**src/rtl/tape_rec_capture_pkg.sv**
```systemverilog
// Shared types and constants for the cassette-record CSW encoder.
package tape_capture_pkg;
  typedef enum logic [2:0] {IDLE, SHORT, Z, L0, L1, L2, L3} state_e;

  localparam logic [7:0]  CSW_LONG_MARK = 8'h00;
  localparam int unsigned CSW_SHORT_MAX = 255;

  // Number of FIFO bytes a committed run occupies.
  function automatic logic [31:0] rec_len(input logic [31:0] len);
    return (len > 32'(CSW_SHORT_MAX)) ? 32'd5 : 32'd1;
  endfunction
endpackage

```
**src/rtl/tape_rec_capture_if.sv**
```systemverilog
// Byte stream from the capture FIFO to the host-upload path.
interface tape_rec_capture_if;
  logic [7:0] out_data;
  logic       out_valid;
  logic       out_ready;

  modport master (output out_data, out_valid, input out_ready);
  modport slave  (input out_data, out_valid, output out_ready);
endinterface

```
**src/rtl/tape_rec_capture_fifo.sv**
```systemverilog
// Show-ahead synchronous FIFO; head word is always visible on dout_o.
module sync_fifo #(
  parameter int WIDTH = 8,
  parameter int DEPTH = 16
) (
  input  logic                       clk_sys,
  input  logic                       reset,
  input  logic                       push_i,
  input  logic [WIDTH-1:0]           din_i,
  input  logic                       pop_i,
  output logic [WIDTH-1:0]           dout_o,
  output logic                       full_o,
  output logic                       empty_o,
  output logic [$clog2(DEPTH):0]     free_o
);
  localparam int AW = $clog2(DEPTH);

  logic [WIDTH-1:0] mem_q [DEPTH];
  logic [AW-1:0]    wr_ptr_q, rd_ptr_q;
  logic [AW:0]      cnt_q;
  logic             do_push, do_pop;

  assign empty_o = (cnt_q == '0);
  assign full_o  = (cnt_q == (AW+1)'(DEPTH));
  assign free_o  = (AW+1)'(DEPTH) - cnt_q;
  assign dout_o  = mem_q[rd_ptr_q];

  // A pop frees the slot in the same cycle, so push into a full FIFO is fine then.
  assign do_pop  = pop_i & ~empty_o;
  assign do_push = push_i & (~full_o | do_pop);

  always_ff @(posedge clk_sys) begin
    if (reset) begin
      wr_ptr_q <= '0;
      rd_ptr_q <= '0;
      cnt_q    <= '0;
    end else begin
      if (do_push) wr_ptr_q <= wr_ptr_q + 1'b1;
      if (do_pop)  rd_ptr_q <= rd_ptr_q + 1'b1;
      cnt_q <= cnt_q + (AW+1)'(do_push) - (AW+1)'(do_pop);
    end
  end

  always_ff @(posedge clk_sys) begin
    if (do_push) mem_q[wr_ptr_q] <= din_i;
  end
endmodule

```
**src/rtl/tape_rec_capture.sv**
```systemverilog
// Records tape_rec pulse lengths while the motor runs and emits them as CSW v1 RLE bytes.
module tape_rec_capture
  import tape_capture_pkg::*;
#(
  parameter int FIFO_DEPTH  = 16,
  parameter int SYNC_STAGES = 2
) (
  input  logic                    clk_sys,
  input  logic                    reset,
  input  logic                    ce_sample,
  input  logic                    tape_rec,
  input  logic                    tape_motor,
  tape_rec_capture_if.master      up,
  output logic                    active,
  output logic                    overflow,
  output logic [31:0]             byte_count
);
  localparam int AW = $clog2(FIFO_DEPTH);

  logic [SYNC_STAGES-1:0] rec_sync_q, mot_sync_q;
  logic                   mot_prev_q, rec_s, mot_s, mot_rise, mot_fall;
  logic                   ref_q, ref_d;
  logic [31:0]            run_len_q, run_len_d, len_q, byte_count_q;
  logic                   commit, accept, overflow_q;
  state_e                 state_q, state_d;
  logic                   push;
  logic [7:0]             push_data;
  logic                   fifo_full, fifo_empty;
  logic [AW:0]            fifo_free;

  assign rec_s    = rec_sync_q[SYNC_STAGES-1];
  assign mot_s    = mot_sync_q[SYNC_STAGES-1];
  assign mot_rise = mot_s & ~mot_prev_q;
  assign mot_fall = ~mot_s & mot_prev_q;

  always_comb begin
    run_len_d = run_len_q;
    ref_d     = ref_q;
    commit    = 1'b0;
    if (mot_rise) begin
      ref_d     = rec_s;
      run_len_d = '0;
    end else if (mot_fall) begin
      commit    = (run_len_q != '0);
      run_len_d = '0;
    end else if (ce_sample && mot_s) begin
      if (rec_s == ref_q) begin
        if (run_len_q != '1) run_len_d = run_len_q + 32'd1;
      end else begin
        commit    = (run_len_q != '0);
        ref_d     = rec_s;
        run_len_d = 32'd1;
      end
    end
  end

  // Whole record must fit now; a partial record is never started.
  assign accept = commit && (state_q == IDLE) && !fifo_full &&
                  (32'(fifo_free) >= rec_len(run_len_q));

  always_comb begin
    state_d   = state_q;
    push      = 1'b0;
    push_data = len_q[7:0];
    case (state_q)
      IDLE:  if (accept) state_d = (rec_len(run_len_q) == 32'd5) ? Z : SHORT;
      SHORT: begin push = 1'b1; state_d = IDLE; end
      Z:     begin push = 1'b1; push_data = CSW_LONG_MARK; state_d = L0; end
      L0:    begin push = 1'b1; state_d = L1; end
      L1:    begin push = 1'b1; push_data = len_q[15:8];  state_d = L2; end
      L2:    begin push = 1'b1; push_data = len_q[23:16]; state_d = L3; end
      L3:    begin push = 1'b1; push_data = len_q[31:24]; state_d = IDLE; end
      default: state_d = IDLE;
    endcase
  end

  always_ff @(posedge clk_sys) begin
    if (reset) begin
      rec_sync_q   <= '0;
      mot_sync_q   <= '0;
      mot_prev_q   <= 1'b0;
      ref_q        <= 1'b0;
      run_len_q    <= '0;
      len_q        <= '0;
      state_q      <= IDLE;
      overflow_q   <= 1'b0;
      byte_count_q <= '0;
    end else begin
      rec_sync_q   <= {rec_sync_q[SYNC_STAGES-2:0], tape_rec};
      mot_sync_q   <= {mot_sync_q[SYNC_STAGES-2:0], tape_motor};
      mot_prev_q   <= mot_s;
      ref_q        <= ref_d;
      run_len_q    <= run_len_d;
      state_q      <= state_d;
      if (accept) len_q <= run_len_q;
      if (commit && !accept) overflow_q <= 1'b1;
      byte_count_q <= byte_count_q + 32'(push);
    end
  end

  sync_fifo #(.WIDTH(8), .DEPTH(FIFO_DEPTH)) u_fifo (
    .clk_sys (clk_sys),
    .reset   (reset),
    .push_i  (push),
    .din_i   (push_data),
    .pop_i   (up.out_ready),
    .dout_o  (up.out_data),
    .full_o  (fifo_full),
    .empty_o (fifo_empty),
    .free_o  (fifo_free)
  );

  assign up.out_valid = ~fifo_empty;
  assign active       = mot_s | (state_q != IDLE);
  assign overflow     = overflow_q;
  assign byte_count   = byte_count_q;
endmodule

```
**src/flat_wrapper.sv**
```systemverilog
// flat-port wrapper written by rule: the top's interface ports become plain ports
module tape_rec_capture_flat import tape_capture_pkg::*;
#(
  parameter int FIFO_DEPTH  = 16,
  parameter int SYNC_STAGES = 2
)
  (clk_sys, reset, ce_sample, tape_rec, tape_motor, active, overflow, byte_count, up_out_data, up_out_valid, up_out_ready);
  tape_rec_capture_if up_i ();
  input  logic clk_sys;
  input  logic reset;
  input  logic ce_sample;
  input  logic tape_rec;
  input  logic tape_motor;
  output logic active;
  output logic overflow;
  output logic [31:0] byte_count;
  output wire logic [$bits(up_i.out_data)-1:0] up_out_data;
  output wire logic [$bits(up_i.out_valid)-1:0] up_out_valid;
  input wire logic [$bits(up_i.out_ready)-1:0] up_out_ready;
  assign up_out_data = up_i.out_data;
  assign up_out_valid = up_i.out_valid;
  assign up_i.out_ready = up_out_ready;
  tape_rec_capture #(.FIFO_DEPTH(FIFO_DEPTH), .SYNC_STAGES(SYNC_STAGES)) u_core (.clk_sys(clk_sys), .reset(reset), .ce_sample(ce_sample), .tape_rec(tape_rec), .tape_motor(tape_motor), .up(up_i), .active(active), .overflow(overflow), .byte_count(byte_count));
endmodule
```
**config.mk**
```make
export PLATFORM = sky130hd
export DESIGN_NAME = tape_rec_capture_flat
export DESIGN_NICKNAME = d
export VERILOG_FILES = /design/src/rtl/tape_rec_capture_pkg.sv /design/src/rtl/tape_rec_capture_if.sv /design/src/rtl/tape_rec_capture_fifo.sv /design/src/rtl/tape_rec_capture.sv /design/src/flat_wrapper.sv
export SDC_FILE = /design/constraint.sdc
export NUM_CORES = 1
export LEC_CHECK = 0
export CORE_MARGIN = 2
export CORE_UTILIZATION = 25
export DETAILED_ROUTE_END_ITERATION = 8
export GPL_ROUTABILITY_DRIVEN = 0
export HOLD_SLACK_MARGIN = 0.05
export MAX_ROUTING_LAYER = met4
export PLACE_DENSITY = 0.47
export SLEW_MARGIN = 20
export SYNTH_ARGS = -nofsm -noshare
export SYNTH_HDL_FRONTEND = slang
export SYNTH_SLANG_ARGS = --single-unit
```
**constraint.sdc**
```tcl
create_clock -name clk_sys -period 4.3 [get_ports clk_sys]
set_clock_uncertainty 0.15 [all_clocks]
set_input_delay 0.43 -clock clk_sys [delete_from_list [all_inputs] [get_ports clk_sys]]
set_output_delay 0.43 -clock clk_sys [all_outputs]
set_load 0.01 [all_outputs]
```
==> results.sh <==
export IMPL_outcome="complete, no violations"
export IMPL_n_fill_cell=4452
export IMPL_drc_errors=0
export IMPL_slowest_stage="mux4_2"
export IMPL_final_period_utilization=0.8335
export IMPL_p_sw_frac=0.2453
export IMPL_die_h_um=214.1
export IMPL_cts_sinks=251
export IMPL_start_util=0.2544
export IMPL_syn_area_um2=11030
export IMPL_grt_max_degree=106
export IMPL_dr_wl_met3_um=852
export IMPL_clock_root_buffer="clkbuf_16"
export IMPL_ys_types=55
export IMPL_multi_input_area_um2=4439
export IMPL_layout_min_cycle_time_ps=3584
export IMPL_cp_cell_sequence="buf_4 > mux4_2 > mux4_2 > clkdlybuf4s50_1"
export IMPL_tns_ps=0
export IMPL_cts_buffer_depth=3
export IMPL_drtPass1Iterations=4
export IMPL_p_clk_frac=0.416
export IMPL_crit_family="multiplexers"
export IMPL_antenna_cells=0
export IMPL_dpl_hpwl_um=16460
export IMPL_seqCellArea_um2=6307
export IMPL_synth_async_reset_ratio=0
export IMPL_wl_met1_um=12390
export IMPL_dp_cells=1499
export IMPL_hold_worst_slack_ps=285.1
export IMPL_power_density_nw_per_um2=438.6
export IMPL_drive_gt1_frac=0.1158
export IMPL_drt_vias_per_instance=4.436
export IMPL_antenna_left=0
export IMPL_cp_common_cell="mux4_2"
export IMPL_die_width_um=214.1
export IMPL_max_cap_violations=0
export IMPL_p_int_uw=4343
export IMPL_routed_top_layer="met4"
export IMPL_yosysSeqAreaShare=0.5716
export IMPL_ios=49
export IMPL_start_kind="register"
export IMPL_cts_tree="yes"
export IMPL_tightestPinTransition_ps=945.2
export IMPL_synth_top_cell_by_area="edfxtp_1"
export IMPL_wl_per_cell_um=15.74
export IMPL_setup_viol=0
export IMPL_worst_setup_path_type="reg -> out"
export IMPL_syn_to_final_growth_pct=18.94
export IMPL_netlist_area_leader_share=0.3484
export IMPL_htree_levels=1
export IMPL_fmax_ghz=0.2790
export IMPL_switchingPower_uw=1412
export IMPL_vias=6884
export IMPL_endpoint_kind="output port"
export IMPL_worst_path_largest_cell_delay_ps=620
export IMPL_comb_power_share=0.138
export IMPL_critPathMaxFanout=32
export IMPL_grt_use_total=0.1085
export IMPL_relSlewSlack=0.3698
export IMPL_path_buf_inv=2
export IMPL_antenna_found_initial=0
export IMPL_arrival_ps=3000
export IMPL_slew_violations=0
export IMPL_required_ps=3720
export IMPL_clkLatencyLatePin_ps=570
export IMPL_synth_area_leaders="edfxtp_1 35%, dfxtp_1 22%, mux4_2 8.2%, mux2i_1 3.7%, nand2b_1 3.7%"
export IMPL_ys_flop_type="edfxtp_1"
export IMPL_drt_iter0_drc=496
export IMPL_grt_pass1_vias=6920
export IMPL_syn_inst=897
export IMPL_clk_pin_slew_ps=60
export IMPL_grt_pass1_wl_um=39500
export IMPL_drt_wl_total_um=24440
export IMPL_total_leakage_power_uw=0.003900
export IMPL_sequentialPowerShare=0.445
export IMPL_synth_edf_count=128
export IMPL_fin_cells=1552
export IMPL_port_buffer_count=48
export IMPL_final_nets=971
export IMPL_hold_class="in -> reg"
export IMPL_max_vdd_ir_drop_uv=311.1
export IMPL_core_area_um2=43360
export IMPL_wl_met2_um=10800
export IMPL_synth_warning_count=0
export IMPL_fp_dieArea_um2=45820
export IMPL_hold_viol=0
export IMPL_globalRouteOverflowTotal=0
export IMPL_grt_setup_unrepaired="false"
export IMPL_synth_seq_cells=251
export IMPL_cts_buffers_inserted=28
export IMPL_rows=76
export IMPL_avgSynthCellArea_um2=12.30
export IMPL_syn_nets=923
[power by group through the flow]
stage               sequential, uW  combinational (uW)  clock, uW
finish                        2560                 796       2390
global route                  2570                 896       2570
CTS                           2560                 817       2470
detailed placement            2620                 809          0
global placement              2620                 809          0
floorplan                     2610                 591          0
[routing by layer]
metal  track usage  vias up
met2        0.1605       81
met4       0.02199        0
li1              -     3417
met5             -        -
met1        0.1552     3351
met3       0.01986       35
[state kept, by name, summed over array words and instances (netlist names), 2 cells and up, named ones only]
| signal | count |
|---|---|
| u_core.byte_count | 32 |
| u_core.u_fifo.rd_ptr_q | 4 |
| u_core.mot_sync_q | 2 |
| u_core.u_fifo.cnt_q | 5 |
| u_core.run_len_q | 32 |
| u_core.u_fifo.mem_q | 128 |
| u_core.rec_sync_q | 2 |
| u_core.state_q | 3 |
| u_core.u_fifo.wr_ptr_q | 4 |
| u_core.len_q | 32 |
[worst paths after layout]
check	from	endpoint	slack, ps	depth (start not counted)
min reg2reg	u_core.mot_sync_q[0]	u_core.mot_sync_q[1]	300	1
max	register	up_out_data[2]	720	4
max reg2reg	u_core.u_fifo.cnt_q[2]	u_core.u_fifo.cnt_q[4]	730	16
min	tape_rec	u_core.rec_sync_q[0]	290	2
[metrics by stage]
step / setup WS (ps) / area (um2) / util / power (uW)
after floorplan: 849.4 / 11030 / - / 3197
after global placement: 803.8 / 12170 / 0.2808 / 3426
after detailed placement: 746.1 / 12170 / 0.2808 / 3424
after CTS: 610.1 / 13120 / 0.3026 / 5852
final: 715.8 / 13120 / 0.3026 / 5754
after global routing: 466.6 / 13120 / 0.3026 / 6031
[area by class of cell]
cell class                      instances  area share
Multi-Input combinational cell        573      0.3383
Inverter                               26    0.007438
Clock buffer                           39     0.05960
Clock inverter                         13     0.01182
Timing Repair Buffer                   65     0.04634
Sequential cell                       251      0.4807
Tap cell                              585     0.05578
[kinds of logic (layout without fill, tap and decap cells)]
kind of cell	count (synthesis)	in the layout	synth area share
xor gates and xnor gates	41	41	0.03255
AOI/OAI and AO/OA	104	104	0.06306
DFF	251	251	0.5716
buffers and inverters	73	143	0.02824
adders and majority gates	20	20	0.02336
muxes	81	81	0.1189
and+or+nand+nor	327	327	0.1623
[synthesized netlist by cell type, types with 16 or more instances]
library cell,number
nor2_1,82
mux4_2,40
mux2i_1,41
a21oi_1,38
dfxtp_1,123
nor4_1,16
o31ai_1,16
nand2b_1,65
clkbuf_1,27
inv_1,26
nand3_1,20
edfxtp_1,128
nand2_1,37
xnor2_1,28
ha_1,19
or4_1,17
[cell usage in the layout, fill, tap and decap left out, drive strengths merged, types with 15 or more instances in the layout]
master         count
edfxtp           128
dfxtp            123
nor2              82
nand2b            65
clkdlybuf4s50     47
mux2i             41
mux4              40
clkbuf            39
a21oi             38
nand2             37
xnor2             28
inv               26
nand3             20
ha                19
or4               17
buf               17
nor4              16
o31ai             16
nand4             15
o21ai             15
[what timing repair did]
item	in CTS	in global routing
setup buffers	0	0
hold buffers	1	0
hold endpoints to repair	2	0
resized for setup	0	0
Power figures use the tool's default switching activity.
